$ cat src/rtl/alarm_ring_ctrl.sv
// Alarm sequencing controller: detects a fresh clock/alarm match edge and runs
// the ring / snooze / stop sequence that drives the buzzer and status LEDs.
module alarm_ring_ctrl #(
    parameter int unsigned RING_SEC   = 60,
    parameter int unsigned SNOOZE_SEC = 300,
    parameter int unsigned MAX_SNOOZE = 3
) (
    input  logic       clk,
    input  logic       reset,
    input  logic       tick_1hz,
    input  logic [3:0] HT_clk,
    input  logic [3:0] HU_clk,
    input  logic [3:0] MT_clk,
    input  logic [3:0] MU_clk,
    input  logic [3:0] HT_alm,
    input  logic [3:0] HU_alm,
    input  logic [3:0] MT_alm,
    input  logic [3:0] MU_alm,
    input  logic       alarm_on,
    input  logic       adj_active,
    input  logic       bt_snooze,
    input  logic       bt_stop,
    output logic       ring,
    output logic       buzz,
    output logic       snoozing,
    output logic [2:0] snooze_left,
    output logic [3:0] leds
);

    typedef enum logic [1:0] {
        DISARMED = 2'd0,
        ARMED    = 2'd1,
        RINGING  = 2'd2,
        SNOOZE   = 2'd3
    } state_t;

    localparam logic [15:0] RING_LAST   = 16'(RING_SEC - 1);
    localparam logic [15:0] SNOOZE_LAST = 16'(SNOOZE_SEC - 1);
    localparam logic [2:0]  SNOOZE_MAX  = 3'(MAX_SNOOZE);

    state_t      r_state;
    logic        r_match_q;
    logic [15:0] r_sec_cnt;
    logic [2:0]  r_snz_cnt;
    logic        r_phase;

    logic        r_ring;
    logic        r_buzz;
    logic        r_snoozing;
    logic [2:0]  r_snooze_left;
    logic [3:0]  r_leds;

    state_t      w_state_nxt;
    logic [15:0] w_sec_nxt;
    logic [2:0]  w_snz_nxt;
    logic        w_phase_nxt;
    logic        w_match;
    logic        w_rise;
    logic        w_ring_stop;

    assign w_match = (HT_clk == HT_alm) && (HU_clk == HU_alm) &&
                     (MT_clk == MT_alm) && (MU_clk == MU_alm);

    // Only a fresh match edge outside adjust mode can start an alarm event.
    assign w_rise = w_match && !r_match_q && !adj_active;

    // While ringing, a snooze request with no snoozes left ends the event like stop.
    assign w_ring_stop = bt_stop || (bt_snooze && (r_snz_cnt == SNOOZE_MAX));

    always_comb begin
        // NOTE: every next-state signal gets a hold default first, so no branch infers a latch.
        w_state_nxt = r_state;
        w_sec_nxt   = r_sec_cnt;
        w_snz_nxt   = r_snz_cnt;
        w_phase_nxt = r_phase;

        if (!alarm_on) begin
            w_state_nxt = DISARMED;
            w_sec_nxt   = '0;
            w_snz_nxt   = '0;
            w_phase_nxt = 1'b0;
        end else begin
            case (r_state)
                DISARMED: begin
                    w_state_nxt = ARMED;
                end

                ARMED: begin
                    if (w_rise) begin
                        w_state_nxt = RINGING;
                        w_sec_nxt   = '0;
                        w_snz_nxt   = '0;
                        w_phase_nxt = 1'b1;
                    end
                end

                RINGING: begin
                    if (w_ring_stop) begin
                        w_state_nxt = ARMED;
                        w_sec_nxt   = '0;
                        w_snz_nxt   = '0;
                    end else if (bt_snooze) begin
                        w_state_nxt = SNOOZE;
                        w_sec_nxt   = '0;
                        w_snz_nxt   = r_snz_cnt + 3'd1;
                    end else if (tick_1hz) begin
                        if (r_sec_cnt == RING_LAST) begin
                            w_state_nxt = ARMED;
                            w_sec_nxt   = '0;
                            w_snz_nxt   = '0;
                        end else begin
                            w_sec_nxt   = r_sec_cnt + 16'd1;
                            w_phase_nxt = !r_phase;
                        end
                    end
                end

                SNOOZE: begin
                    // bt_snooze has no effect here; only stop or the snooze timer act.
                    if (bt_stop) begin
                        w_state_nxt = ARMED;
                        w_sec_nxt   = '0;
                        w_snz_nxt   = '0;
                    end else if (tick_1hz) begin
                        if (r_sec_cnt == SNOOZE_LAST) begin
                            w_state_nxt = RINGING;
                            w_sec_nxt   = '0;
                            w_phase_nxt = 1'b1;
                        end else begin
                            w_sec_nxt   = r_sec_cnt + 16'd1;
                        end
                    end
                end

                default: begin
                    w_state_nxt = DISARMED;
                end
            endcase
        end
    end

    // NOTE: sequential state uses non-blocking assignments so every register samples pre-edge values.
    always_ff @(posedge clk) begin
        if (reset) begin
            r_state       <= DISARMED;
            r_match_q     <= 1'b0;
            r_sec_cnt     <= '0;
            r_snz_cnt     <= '0;
            r_phase       <= 1'b0;
            r_ring        <= 1'b0;
            r_buzz        <= 1'b0;
            r_snoozing    <= 1'b0;
            r_snooze_left <= SNOOZE_MAX;
            r_leds        <= '0;
        end else begin
            r_state       <= w_state_nxt;
            r_match_q     <= w_match;
            r_sec_cnt     <= w_sec_nxt;
            r_snz_cnt     <= w_snz_nxt;
            r_phase       <= w_phase_nxt;
            // Outputs are registered from the next state so they track the state register exactly.
            r_ring        <= (w_state_nxt == RINGING);
            r_buzz        <= w_phase_nxt && (w_state_nxt == RINGING);
            r_snoozing    <= (w_state_nxt == SNOOZE);
            r_snooze_left <= SNOOZE_MAX - w_snz_nxt;
            r_leds        <= {(w_state_nxt == RINGING), (w_state_nxt == SNOOZE),
                              (w_state_nxt != DISARMED), alarm_on};
        end
    end

    assign ring        = r_ring;
    assign buzz        = r_buzz;
    assign snoozing    = r_snoozing;
    assign snooze_left = r_snooze_left;
    assign leds        = r_leds;

endmodule

$ cat config.mk
export PLATFORM = sky130hd
export DESIGN_NAME = alarm_ring_ctrl
export DESIGN_NICKNAME = d
export VERILOG_FILES = /design/src/rtl/alarm_ring_ctrl.sv
export SDC_FILE = /design/constraint.sdc
export NUM_CORES = 1
export LEC_CHECK = 0
export ABC_AREA = 0
export CORE_MARGIN = 1
export CORE_UTILIZATION = 35
export CTS_BUF_LIST = sky130_fd_sc_hd__clkbuf_4 sky130_fd_sc_hd__clkbuf_8 sky130_fd_sc_hd__clkbuf_16
export DETAILED_ROUTE_END_ITERATION = 6
export SYNTH_ARGS = -nofsm -noshare
export SYNTH_HDL_FRONTEND = slang
export SYNTH_SLANG_ARGS = --single-unit
$ cat constraint.sdc
create_clock -name clk -period 3.6 [get_ports clk]
set_input_delay 0.54 -clock clk [delete_from_list [all_inputs] [get_ports clk]]
set_output_delay 0.54 -clock clk [all_outputs]
set_load 0.05 [all_outputs]
==> results of run 1 <==
## critical path: stages
cell             delay (ns)
clkdlybuf4s50_1        0.47
xnor2_1                0.12
nand4_1                0.17
nor4_4                 0.40
nand2_1                0.21
nand2_2                0.34
a311oi_1               0.16
## report_power, final
group	internal [mW]	total (mW)	switching, mW
sequential	0.334	0.335	0.00147
combinational	0.0547	0.0864	0.0318
clock	0.153	0.286	0.133
## metrics by stage
| stage | worst slack (ns) | power (mW) | area (sq um) |
|---|---|---|---|
| after floorplan | 1.74 | 0.376 | 1770 |
| after global placement | 1.04 | 0.429 | 2280 |
| after detailed placement | 1.03 | 0.429 | 2280 |
| after CTS | 1.34 | 0.717 | 2370 |
| after global routing | 1.11 | 0.736 | 2370 |
| final | 1.35 | 0.708 | 2370 |
## cells by family (layout without fill, tap and decap cells)
logic type               Yosys count  count (layout)  share of synthesized area
AO/OA/AOI/OAI                     53              53                      0.217
adder cells (fa/ha/maj)            3               3                     0.0212
AND/OR/NAND/NOR                   85              85                      0.264
multiplexers                       4               4                     0.0226
XOR/XNOR                          17              17                     0.0839
flip-flops                        30              30                      0.339
buffers and inverters             16              63                     0.0522
## layout by cell type, fill, tap and decap left out, types with 2 or more instances in the layout
cell type and n:
dfxtp_1 30, a21oi_1 11, clkdlybuf4s50_1 48, nand2b_1 3, a211oi_1 2, nor3_1 3
nand2_1 24, o21ai_1 2, ha_1 3, nor4bb_1 3, mux2i_1 4, xnor2_1 16
inv_1 5, nand3_1 9, a31oi_1 7, o21ai_0 10, nor2b_1 6, nor2_1 18
and4_1 4, a311oi_1 3, nand4_1 6, o22ai_1 3, nor4_4 2, clkbuf_8 6
## layout make-up
cell class | instances | area, sq um | share of cell area
multi-input cells | 162 | 1080 | 0.456
flip-flops and latches | 30 | 601 | 0.253
repair buffers | 49 | 488 | 0.206
well taps | 67 | 83.8 | 0.0354
clock buffers | 6 | 82.6 | 0.0348
inverters | 6 | 22.5 | 0.00950
clock inverters | 2 | 12.5 | 0.00528
## cells in the mapped netlist (all sizes together) (5+ instances only)
library cell / instances
a21oi: 12
a31oi: 7
buf: 9
dfxtp: 30
inv: 6
nand2: 25
nand3: 9
nand4: 6
nor2: 18
nor2b: 6
o21ai: 12
o22ai: 5
xnor2: 16
## sequential cells by signal, indices dropped and copies added (netlist names)
name and flops:
r_sec_cnt 16, r_phase 1, r_snz_cnt 3, r_match_q 1, buzz 1, ring 1, snooze_left 2, leds 3
r_state 2
## metal layers
layer / GRT usage / wire length (um)
met1: 0.235 / 1940
met2: 0.274 / 1850
met5: 0 / 0
met3: 0.0428 / 234
met4: 0.0654 / 59
## path summary, 6_finish.rpt
path / start / to / cells after the start
setup / recovery: MU_alm[2] / r_sec_cnt[2] / 7
setup reg to reg: r_sec_cnt[0] / ring / 7
hold reg to reg: r_sec_cnt[3] / r_sec_cnt[3] / 1
hold / removal: r_sec_cnt[3] / r_sec_cnt[3] / 1
==> qor.txt, run 1 <==
Status: finished clean
I/O Pins: 49
Crit path DAT: 2.41 ns
Antenna violations before repair: 0
Average size of a mapped cell: 8.53 sq um
Peak supply drop: 220 uV
Number of synthesized register bits: 30
Post-CTS Hold Fix Bufs: 0
IO buf count: 48
Clock root buffer: clkbuf_8
Initial DRT Pass Iterations: 4
Sum Neg Setup Slack: 0 ns
Clk_skew: 0.00511 ns
Largest net degree at the start of global routing: 17
Routability cong.: 0.817
Clock Tree Buf Depth: 2
Initial Util: 0.371
CTS Buf Count: 5
Crit start category: primary input
Vias: 1655
Final setup violation count: 0
Detailed Route Iter0 Violations: 66
Synth area leader: dfxtp_1
P&R area growth vs syn: 33.6%
Req. time, crit path: 3.75 ns
CP Capture Type: register
Worst slew pin tran: 0.539 ns
Final Core Density: 0.495
Post-DRT Antenna Nets: 0
Placed Instances: 314
Detailed placer's ending HPWL: 3.16 mm
Worst hold margin: 0.502 ns
Asr flop ratio synth: 0
Post-synth EDFFs: 0
Fmax: 444 MHz
Post-synth top area share: 0.339
Seq/Total Area, Yosys: 0.339
Rows: 25
Die Span X: 73.2 um
Post-CTS setup buffers: 0
Die area: 5360 sq um
Final Max Tran Viols: 0
Cell Pwr Density: 299 nW/um^2
Crit Path Max Fanout: 16
DRT Wirelength: 4.08 mm
Setup CP Type: primary input to register
Worst-Skew Late Latency: 0.28 ns
Via density per instance: 5.14
Final min period: 2.25 ns
Grt ovf: 0
# DRC: 0
CTS clk-pin slew, worst paths: 0.07 ns
R2R Setup Slk: 1.49 ns
Core Region: 4790 sq um
HP Class: register to register
Die Ht: 73.2 um
Yosys cell types: 51
Vias in the first global route: 1617
Final Hold Vio Count: 0
Worst relative slew slack: 0.640
Fin cells: 322
Avg WL per Cell: 12.7 um
FILL cells: 475
Top area cells in the synthesized netlist: dfxtp_1 (34%), xnor2_1 (7.9%), nand2_1 (5.1%)
Post-synthesis instance total: 208
Clock tree sinks: 30
H-tree depth: 2
Post-cts resize count: 0
Prevailing post-synth register cell: dfxtp_1
TritonCTS clock tree: built
Syn Nets: 250
RSZ-0062 raised after global routing: no
Layout cells sized above 1: 0.0824
Yosys warns: 0
Max Cap Violations: 0
GRT Util Overall: 0.176
# nets final: 296
Antenna fix cells: 0
Syn Std Cell Area: 1770 sq um
Period Utilization, post-route: 0.626
First-pass GRT wire length: 7.21 mm
Pleak: 0.786 nW
(Power assumes the default switching activity.)
==> run 2: changes to the inputs <==
clock period = 1.9 ns   (was 3.6 ns; I/O delays follow)
==> qor.txt, run 2 (synthesis results as in run 1) <==
R2R Setup Slk: 0.05 ns (was 1.49 ns)
Core Region: 4790 sq um (unchanged)
CTS clk-pin slew, worst paths: 0.06 ns (was 0.07 ns)
Final Hold Vio Count: 0 (unchanged)
Largest net degree at the start of global routing: 17 (unchanged)
Clock tree sinks: 30 (unchanged)
Clock Tree Buf Depth: 2 (unchanged)
Final Max Tran Viols: 0 (unchanged)
Die area: 5360 sq um (unchanged)
Die Span X: 73.2 um (unchanged)
Pint: 1.02 mW (was 542 uW)
Antenna fix cells: 0 (unchanged)
Commonest cells after routing, fill and taps aside: clkdlybuf4s50_1 (40), buf_4 (35), dfxtp_1 (28) (was clkdlybuf4s50_1 (48), dfxtp_1 (30), nand2_1 (24))
Peak supply drop: 348 uV (was 220 uV)
Crit Path Max Fanout: 6 (was 16)
Worst hold margin: 0.500 ns (was 0.502 ns)
Sequential power share: 0.481 (was 0.473)
Largest register FFs: 16 (unchanged)
Crit path buffers/inverters: 1 (unchanged)
Cell Pwr Density: 479 nW/um^2 (was 299 nW/um^2)
FILL cells: 447 (was 475)
Hold Path Stages: 2 (was 1)
Max Cap Violations: 0 (unchanged)
R2R cell count: 8 (was 7)
Max incr delay on CP: 0.35 ns (was 0.47 ns)
Final setup violation count: 0 (unchanged)
Routability cong.: 0.852 (was 0.817)
Logic pwr share: 0.134 (was 0.122)
Reg area: 603 sq um (was 601 sq um)
Pre-CTS WS: -0.181 ns (was 1.03 ns)
TritonCTS clock tree: built (unchanged)
Crit path DAT: 2.03 ns (was 2.41 ns)
Sw Ratio: 0.225 (was 0.235)
Pleak: 1.08 nW (was 0.786 nW)
Rows: 25 (unchanged)
CP delay by family, top: simple AND/OR/NAND/NOR gates (unchanged)
GRT Util Overall: 0.191 (was 0.176)
CP Capture Type: register (unchanged)
CTS Buf Count: 5 (unchanged)
Layout cells sized above 1: 0.228 (was 0.0824)
Worst Hold End: r_snz_cnt[2] (was r_sec_cnt[3])
Min-Delay Startpoint: r_snz_cnt[2] (was r_sec_cnt[3])
HP Class: register to register (unchanged)
Worst slew pin tran: 0.507 ns (was 0.539 ns)
Clock root buffer: clkbuf_8 (unchanged)
P&R area growth vs syn: 55.0% (was 33.6%)
Detailed Route Iter0 Violations: 65 (was 66)
Worst-Skew Late Latency: 0.28 ns (about the same)
Setup CP Type: register to register (was primary input to register)
Fmax: 539 MHz
Biggest register: r_sec_cnt (unchanged)
Avg WL per Cell: 13.7 um (was 12.7 um)
# nets final: 332 (was 296)
Vias: 1819 (was 1655)
Slowest CP cell: dfxtp_2 (was clkdlybuf4s50_1)
Period Utilization, post-route: 0.976
PnR worst setup slack: 0.0454 ns (was 1.35 ns)
Die Ht: 73.2 um (unchanged)
R2r startpoint: r_sec_cnt[1] (was r_sec_cnt[0])
Post-CTS Hold Fix Bufs: 0 (unchanged)
Clk_skew: 0.00660 ns (was 0.00511 ns)
Clock share of power: 0.386 (was 0.405)
Area of the multi-input gates: 1150 sq um (was 1080 sq um)
# DRC: 0 (unchanged)
Commonest non-fill, non-tap cell in the layout: clkdlybuf4s50_1 (unchanged)
Crit start category: register (was primary input)
Final min period: 1.85 ns
Initial Util: 0.371 (unchanged)
Sw power: 296 uW (was 166 uW)
Worst relative slew slack: 0.661 (was 0.640)
Req. time, crit path: 2.07 ns (was 3.75 ns)
Reg2reg end: ring (unchanged)
Status: finished clean (unchanged)
Detailed placer's ending HPWL: 3.57 mm (was 3.16 mm)
Via density per instance: 5.11 (was 5.14)
Vias in the first global route: 1760 (was 1617)
H-tree depth: 2 (unchanged)
I/O Pins: 49 (unchanged)
DRT Wirelength: 4.88 mm (was 4.08 mm)
Critical-path cell list: ha_4, nor4bb_2, and4_1, buf_4, a21oi_2, a41oi_2, nand2_2, and2_1 (was clkdlybuf4s50_1, xnor2_1, nand4_1, nor4_4, nand2_1, nand2_2, a311oi_1)
Initial DRT Pass Iterations: 4 (unchanged)
Post-DRT Antenna Nets: 0 (unchanged)
Antenna violations before repair: 0 (unchanged)
IO buf count: 48 (unchanged)
First-pass GRT wire length: 7.81 mm (was 7.21 mm)
Grt ovf: 0 (unchanged)
## run 2: cell types whose count changed in the layout (fill, tap and decap cells not counted), moves of 2 or more
cell	previous run	this run
nor4bb_1	3	0
clkdlybuf4s50_1	48	40
dlymetal6s2s_1	0	8
nor4bb_2	0	2
dfxtp_2	0	2
buf_4	1	35
dfxtp_1	30	28
## run 2: worst register-to-register path: cells and delay by family (launching register included)
| family | cells | cell delay (ns) |
|---|---|---|
| and+or+nand+nor | 4 | 0.75 |
| DFF | 1 | 0.35 |
| AOI/OAI and AO/OA | 2 | 0.34 |
| buffers and inverters | 1 | 0.16 |
| adders and majority gates | 1 | 0.15 |
## run 2: how the worst max path moves through the flow
stage                  from       endpoint  slack (ns)  depth (start not counted)
2_1_floorplan  r_sec_cnt[0]  r_sec_cnt[12]        0.15                          7
3_3_place_gp      HT_clk[3]   r_sec_cnt[1]       -0.15                          8
3_5_place_dp      HT_clk[3]   r_sec_cnt[1]       -0.18                          8
4_1_cts        r_sec_cnt[0]  r_sec_cnt[14]       0.009                          8
5_1_grt        r_sec_cnt[1]        leds[2]       -0.05                          8
6_report       r_sec_cnt[1]           ring        0.05                          8
## run 2: final cells by class
cell class	instances	area share
clock buffer	6	0.0300
multi-input combinational	162	0.418
tap	67	0.0305
sequential	30	0.219
timing repair buffer	85	0.294
inverter	6	0.00819
## run 2: through the flow
step	setup TNS, ns	std cells	power, mW	cell area (sq um)	utilization
after floorplan	0	208	0.713	1770	-
after global placement	-2.63	346	0.821	2530	0.528
after detailed placement	-3.06	346	0.823	2530	0.528
after CTS	0	352	1.34	2620	0.547
after global routing	-0.143	356	1.37	2750	0.575
final	0	356	1.32	2750	0.575
## run 2: power groups by stage
stage	Combinational [mW]	Clock [mW]	Sequential, mW
2_1_floorplan	0.0565	0	0.657
4_1_cts	0.176	0.527	0.633
5_1_grt	0.190	0.552	0.633
6_report	0.176	0.508	0.633
3_3_place_gp	0.174	0	0.647
3_5_place_dp	0.176	0	0.647
## run 2: per-layer routing
| metal | routed length, um | global-route usage | share of wire | vias up |
|---|---|---|---|---|
| met3 | 168 | 0.0442 | 0.034 | 7 |
| met2 | 2530 | 0.340 | 0.52 | 40 |
| met5 | 0 | 0 | 0 | - |
| li1 | - | - | - | 919 |
| met1 | 2130 | 0.227 | 0.44 | 853 |
| met4 | 52 | 0.0588 | 0.011 | 0 |
## run 2: timing repair
action,in CTS,in global routing
endpoints found under the setup margin,2,17
endpoints found under the hold margin,0,0
gates cloned,0,1
setup buffers,0,3
gates resized for setup,2,21
pin swaps,0,11
